`src/rtl/muldiv_pkg.sv`:
```
// Shared encodings for the MULT/MULTU/DIV/DIVU sequencer and its add/sub step unit.
package muldiv_pkg;

  localparam logic [1:0] OP_MULT  = 2'b00;
  localparam logic [1:0] OP_MULTU = 2'b01;
  localparam logic [1:0] OP_DIV   = 2'b10;
  localparam logic [1:0] OP_DIVU  = 2'b11;

  localparam logic [3:0] ALU_AND = 4'b0000;
  localparam logic [3:0] ALU_OR  = 4'b0001;
  localparam logic [3:0] ALU_ADD = 4'b0010;
  localparam logic [3:0] ALU_SUB = 4'b0110;

  typedef enum logic [2:0] {IDLE, PREP, RUN, FIX, DONE} state_e;

  function automatic logic op_is_div(input logic [1:0] op);
    return op[1];
  endfunction

  function automatic logic op_is_signed(input logic [1:0] op);
    return ~op[0];
  endfunction

endpackage

```
`src/rtl/muldiv_seq_alu.sv`:
```
// Execute-stage ALU slice, used by the sequencer as its shared add/sub step unit.
module muldiv_seq_alu
  import muldiv_pkg::*;
#(
  parameter int unsigned WIDTH = 33
) (
  input  logic [3:0]       ctrl_i,
  input  logic [WIDTH-1:0] a_i,
  input  logic [WIDTH-1:0] b_i,
  output logic [WIDTH-1:0] y_o
);

  always_comb begin
    y_o = '0;
    case (ctrl_i)
      ALU_AND: y_o = a_i & b_i;
      ALU_OR:  y_o = a_i | b_i;
      ALU_ADD: y_o = a_i + b_i;
      ALU_SUB: y_o = a_i - b_i;
      default: y_o = '0;
    endcase
  end

endmodule

```
`src/rtl/muldiv_seq.sv`:
```
// Multi-cycle MULT/MULTU/DIV/DIVU sequencer (shift-add multiply, restoring divide).
// Define MULDIV_EARLY_OUT_EN to let multiplies finish once the remaining multiplier bits are zero.
module muldiv_seq
  import muldiv_pkg::*;
#(
  parameter int unsigned WIDTH = 32,
  parameter int unsigned CNT_W = 6
) (
  input  logic             clk,
  input  logic             rst,
  input  logic             start,
  input  logic [1:0]       op,
  input  logic [WIDTH-1:0] a,
  input  logic [WIDTH-1:0] b,
  output logic             busy,
  output logic             done,
  output logic [WIDTH-1:0] hi,
  output logic [WIDTH-1:0] lo,
  output logic             div_by_zero
);

  state_e             state_q, state_d;
  logic [1:0]         op_q, op_d;
  logic [WIDTH-1:0]   a_q, a_d, b_q, b_d;
  logic [WIDTH-1:0]   acc_q, acc_d, sh_q, sh_d, m_q, m_d;
  logic [WIDTH-1:0]   hi_q, hi_d, lo_q, lo_d;
  logic [CNT_W-1:0]   cnt_q, cnt_d;
  logic               neg_a_q, neg_a_d, neg_b_q, neg_b_d, dbz_q, dbz_d;

  logic               is_div, is_signed;
  logic [WIDTH-1:0]   abs_a, abs_b, quo, rem;
  logic [2*WIDTH-1:0] raw_prod, prod;
  logic [WIDTH:0]     alu_a, alu_b, alu_y;
  logic [3:0]         alu_ctrl;

  assign is_div    = op_is_div(op_q);
  assign is_signed = op_is_signed(op_q);
  assign abs_a     = (is_signed && a_q[WIDTH-1]) ? -a_q : a_q;
  assign abs_b     = (is_signed && b_q[WIDTH-1]) ? -b_q : b_q;

  // acc holds the running partial product / remainder, sh the multiplier / quotient.
  always_comb begin
    if (is_div) begin
      alu_a    = {acc_q, sh_q[WIDTH-1]};
      alu_b    = {1'b0, m_q};
      alu_ctrl = ALU_SUB;
    end else begin
      alu_a    = {1'b0, acc_q};
      alu_b    = sh_q[0] ? {1'b0, m_q} : '0;
      alu_ctrl = ALU_ADD;
    end
  end

  muldiv_seq_alu #(
    .WIDTH (WIDTH + 1)
  ) u_alu (
    .ctrl_i (alu_ctrl),
    .a_i    (alu_a),
    .b_i    (alu_b),
    .y_o    (alu_y)
  );

`ifdef MULDIV_EARLY_OUT_EN
  logic [WIDTH-1:0] early_mask;
  assign early_mask = (WIDTH'(1) << (cnt_q - 1'b1)) - 1'b1;
  // An early exit leaves cnt_q zero-add shifts undone; apply them here.
  assign raw_prod   = {acc_q, sh_q} >> cnt_q;
`else
  assign raw_prod   = {acc_q, sh_q};
`endif

  assign prod = (neg_a_q ^ neg_b_q) ? -raw_prod : raw_prod;
  assign quo  = (neg_a_q ^ neg_b_q) ? -sh_q : sh_q;
  assign rem  = neg_a_q ? -acc_q : acc_q;

  always_comb begin
    state_d = state_q;
    op_d    = op_q;
    a_d     = a_q;
    b_d     = b_q;
    acc_d   = acc_q;
    sh_d    = sh_q;
    m_d     = m_q;
    hi_d    = hi_q;
    lo_d    = lo_q;
    cnt_d   = cnt_q;
    neg_a_d = neg_a_q;
    neg_b_d = neg_b_q;
    dbz_d   = dbz_q;
    unique case (state_q)
      IDLE: begin
        if (start) begin
          op_d    = op;
          a_d     = a;
          b_d     = b;
          dbz_d   = 1'b0;
          state_d = PREP;
        end
      end
      PREP: begin
        neg_a_d = is_signed & a_q[WIDTH-1];
        neg_b_d = is_signed & b_q[WIDTH-1];
        acc_d   = '0;
        sh_d    = is_div ? abs_a : abs_b;
        m_d     = is_div ? abs_b : abs_a;
        cnt_d   = CNT_W'(WIDTH);
        state_d = RUN;
      end
      RUN: begin
        cnt_d = cnt_q - 1'b1;
        if (is_div) begin
          // Restoring step: a negative trial keeps the shifted remainder.
          acc_d = alu_y[WIDTH] ? alu_a[WIDTH-1:0] : alu_y[WIDTH-1:0];
          sh_d  = {sh_q[WIDTH-2:0], ~alu_y[WIDTH]};
        end else begin
          acc_d = alu_y[WIDTH:1];
          sh_d  = {alu_y[0], sh_q[WIDTH-1:1]};
        end
        if (cnt_q == CNT_W'(1)) begin
          state_d = FIX;
        end
`ifdef MULDIV_EARLY_OUT_EN
        else if (!is_div && ((sh_d & early_mask) == '0)) begin
          state_d = FIX;
        end
`endif
      end
      FIX: begin
        if (!is_div) begin
          hi_d = prod[2*WIDTH-1:WIDTH];
          lo_d = prod[WIDTH-1:0];
        end else if (b_q == '0) begin
          hi_d  = a_q;
          lo_d  = '1;
          dbz_d = 1'b1;
        end else begin
          hi_d = rem;
          lo_d = quo;
        end
        state_d = DONE;
      end
      DONE:    state_d = IDLE;
      default: state_d = IDLE;
    endcase
  end

  always_ff @(posedge clk) begin
    if (rst) begin
      state_q <= IDLE;
      op_q    <= '0;
      a_q     <= '0;
      b_q     <= '0;
      acc_q   <= '0;
      sh_q    <= '0;
      m_q     <= '0;
      hi_q    <= '0;
      lo_q    <= '0;
      cnt_q   <= '0;
      neg_a_q <= 1'b0;
      neg_b_q <= 1'b0;
      dbz_q   <= 1'b0;
    end else begin
      state_q <= state_d;
      op_q    <= op_d;
      a_q     <= a_d;
      b_q     <= b_d;
      acc_q   <= acc_d;
      sh_q    <= sh_d;
      m_q     <= m_d;
      hi_q    <= hi_d;
      lo_q    <= lo_d;
      cnt_q   <= cnt_d;
      neg_a_q <= neg_a_d;
      neg_b_q <= neg_b_d;
      dbz_q   <= dbz_d;
    end
  end

  assign busy        = (state_q != IDLE);
  assign done        = (state_q == DONE);
  assign hi          = hi_q;
  assign lo          = lo_q;
  assign div_by_zero = dbz_q;

endmodule
```
`config.mk`:
```
export PLATFORM = sky130hd
export DESIGN_NAME = muldiv_seq
export DESIGN_NICKNAME = d
export VERILOG_FILES = /design/src/rtl/muldiv_pkg.sv /design/src/rtl/muldiv_seq_alu.sv /design/src/rtl/muldiv_seq.sv
export SDC_FILE = /design/constraint.sdc
export NUM_CORES = 1
export LEC_CHECK = 0
export ABC_AREA = 1
export BUFFER_PORTS_ARGS = -buffer_cell sky130_fd_sc_hd__buf_4
export CORE_MARGIN = 10
export CORE_UTILIZATION = 35
export DETAILED_ROUTE_END_ITERATION = 8
export PLACE_DENSITY_LB_ADDON = 0.3
export SYNTH_ARGS = -nofsm -noshare
export SYNTH_HDL_FRONTEND = slang
export SYNTH_SLANG_ARGS = --single-unit
```
`constraint.sdc`:
```
create_clock -name clk -period 3.85 [get_ports clk]
set_clock_uncertainty 0.15 [all_clocks]
set_input_delay 0 -clock clk [delete_from_list [all_inputs] [get_ports clk]]
set_output_delay 0 -clock clk [all_outputs]
set_load 0.02 [all_outputs]
```
==> flow_summary.json <==
{
  "ys_warn_count": 0,
  "setup_violations": 18,
  "failed_checks": "setup timing",
  "synth_area_um2": 19150,
  "status": "complete, but fails checks",
  "cp_max_fo": 8,
  "hold_violations": 0,
  "final_area_um2": 24490,
  "synth_edf_count": 0,
  "clock_sinks": 238,
  "placed_area_um2": 22070,
  "first_global_vias": 20240,
  "synth_fp_nets": 3395,
  "stdcell_count": 4305,
  "hold_class": "in -> reg",
  "cts_root_buffer": "clkbuf_16",
  "layout-drive-gt1-share_pct": 15.74,
  "wl_per_cell_um": 19.08,
  "syn_area_per_cell_um2": 5.827,
  "place_hpwl_mm": 62.83,
  "core_um2": 54030,
  "grt_overflow_total": 0,
  "port_buffers": 135,
  "fmax_mhz": 256.4,
  "path_class": "reg -> reg",
  "maxSlewViolCount": 0,
  "power_per_cell_area_nw_per_um2": 821.0,
  "synth_seq_cells": 238,
  "dr.pass1.iters": 6,
  "peakVddDrop_v": 0.0004363,
  "synth_flop_cell": "dfxtp_1",
  "syn_inst": 3286,
  "worstPathArrival_ns": 4.17,
  "antenna_found_initial": 3,
  "synth_cell_types": 49,
  "vias": 22650,
  "dp.cells": 4164,
  "post-place-ws_ns": -0.06034,
  "grt_max_degree": 159,
  "htreeDepth": 1,
  "grt_pass1_wl_mm": 120.6,
  "ys_seq_area_share_pct": 24.88,
  "cts_tree": "yes",
  "clockBufferDepth": 3,
  "fin_nets": 3697,
  "layout_min_cycle_time_ns": 3.900,
  "yosysTopAreaCell": "dfxtp_1",
  "die_w_um": 253.9,
  "drt_iter0_drc": 2594,
  "total_power_mw": 20.11,
  "cts_made_buffers": 27,
  "antenna_left": 0,
  "rows": 85,
  "clk_pin_slew_ns": 0.06,
  "layout_common_cells": "866 x nand2_1, 426 x inv_1, 349 x buf_4",
  "period_share_pct": 101.3,
  "start_kind": "flop",
  "rsz0062_at_grt": "yes",
  "cellLeakagePower_nw": 11.77,
  "async_reset_ff_share_pct": 0,
  "drv_cap": 0,
  "routabilityCongestion": 1.008,
  "wl_mm": 82.16,
  "layout_setup_ws_ns": -0.04955,
  "required_ns": 4.12,
  "syn_to_final_growth_pct": 27.91,
  "vias_per_cell": 5.262,
  "diodes": 0,
  "top_level_ports": 136,
  "yosys-top-cells-area": "dfxtp_1 25%, nand2_1 18%, inv_1 8.5%",
  "die_h_um": 253.9,
  "route.detailed.drc": 0,
  "final_common_cell": "nand2_1",
  "clock_latency_ns": 0.59,
  "initial_utilization_pct": 35.44,
  "die_area_um2": 64470,
  "worstMarginPinSlew_ns": 0.9788,
  "grt_usage_pct": 23.96,
  "postLayoutCoreUtil_pct": 45.33,
  "end_kind": "flop",
  "slew_headroom_pct": 34.75,
  "synth_top_area_share_pct": 24.88
}
area by class of cell:
cell class / instances / area [um2]
Clock buffer: 32 / 724.4
Clock inverter: 18 / 182.7
Fill cell: 5734 / 29530
Inverter: 444 / 1672
Multi-Input combinational cell: 2439 / 12630
Sequential cell: 238 / 4770
Tap cell: 696 / 870.8
Timing Repair Buffer: 438 / 3646
worst paths after layout:
check                              from        end  slack (ns)  cells past startpoint
worst max register to register  op_q[1]  acc_q[17]       -0.05                     26
worst min-delay path              b[16]    b_q[16]        0.08                      4
worst min register to register  m_q[24]    m_q[24]        0.33                      2
worst max-delay path            op_q[1]  acc_q[17]       -0.05                     26
layer usage:
layer	track usage, %	vias up	part of all wire [%]
met4	6.482	0	3.2
met2	38.75	1026	45
met3	2.952	133	7.8
li1	-	11200	-
met5	0	-	0
met1	32.91	10300	44
synthesized netlist by cell type, types with 2 or more instances:
library cell	number
or2_2	10
nand2_4	2
o21a_1	2
o21bai_1	2
nor3_2	6
a31oi_1	23
nor2_4	2
nor3_1	28
nor4_1	4
dfxtp_1	238
nand2_2	3
a21o_1	2
buf_6	2
buf_4	5
and2_1	7
xor2_1	131
clkbuf_1	131
xnor2_1	16
nand3_1	293
a21oi_1	229
buf_2	15
inv_1	433
nor2_2	7
o22ai_1	18
o21ai_0	291
o221ai_1	13
inv_2	10
o21ai_1	19
nor2_1	296
nand3b_1	10
nand4_2	2
buf_1	14
nand2_1	893
nand4_1	23
and3_1	2
o211ai_1	51
o31ai_1	3
ha_1	39
through the flow:
| step | TNS [ns] | hold WS, ns |
|---|---|---|
| finish | -0.2768 | 0.08345 |
| global placement | -0.08037 | 0.07379 |
| CTS | 0 | 0.07030 |
| floorplan | 0 | -0.01506 |
| global route | -7.323 | 0.1100 |
| detailed placement | -0.4374 | 0.07624 |
worst max-delay path: stages (launching register included):
cell,delay [ns]
dfxtp_4,0.37
nor2_4,0.15
nor2_2,0.06
inv_2,0.09
ha_4,0.14
nand2_2,0.07
nor2_4,0.10
buf_4,0.14
nand3_1,0.13
nand2_2,0.09
o21ai_0,0.10
xor2_1,0.36
ha_1,0.35
nand2_4,0.12
inv_2,0.04
nand2_2,0.06
nand2_2,0.07
nand2_1,0.07
and2_4,0.15
nand2_4,0.06
a21oi_4,0.19
nand2_8,0.17
clkbuf_16,0.21
nand3_1,0.06
nand3_1,0.07
nand2_1,0.09
a21oi_1,0.06
kinds of logic after synthesis:
family	Yosys count	synth area share, %
flip-flops	238	24.88
XOR/XNOR	147	6.724
adder cells (fa/ha/maj)	40	2.653
buffers and inverters	611	12.25
AO/OA/AOI/OAI	657	18.55
AND/OR/NAND/NOR	1593	34.94
state kept, by name, summed over array words and instances (netlist names):
signal / cells
div_by_zero: 1
op_q: 2
acc_q: 32
neg_b_q: 1
a_q: 32
cnt_q: 6
state_q: 3
hi: 32
b_q: 32
lo: 32
m_q: 32
sh_q: 32
neg_a_q: 1
timing repair:
action,CTS,global route
pin swaps,4,62
hold buffers,73,0
resized for setup,6,127
endpoints found under the setup margin,32,33
setup buffers,2,8
gates cloned,0,8
hold endpoints to repair,89,0
report_power, final:
group	internal, mW	leakage [nW]	switching [mW]
clock network	1.50	0.437	1.18
registers	2.82	1.94	0.479
logic	5.30	9.39	8.82
total	9.62	11.8	10.5
Note: power is estimated with default switching activity, not from simulation.
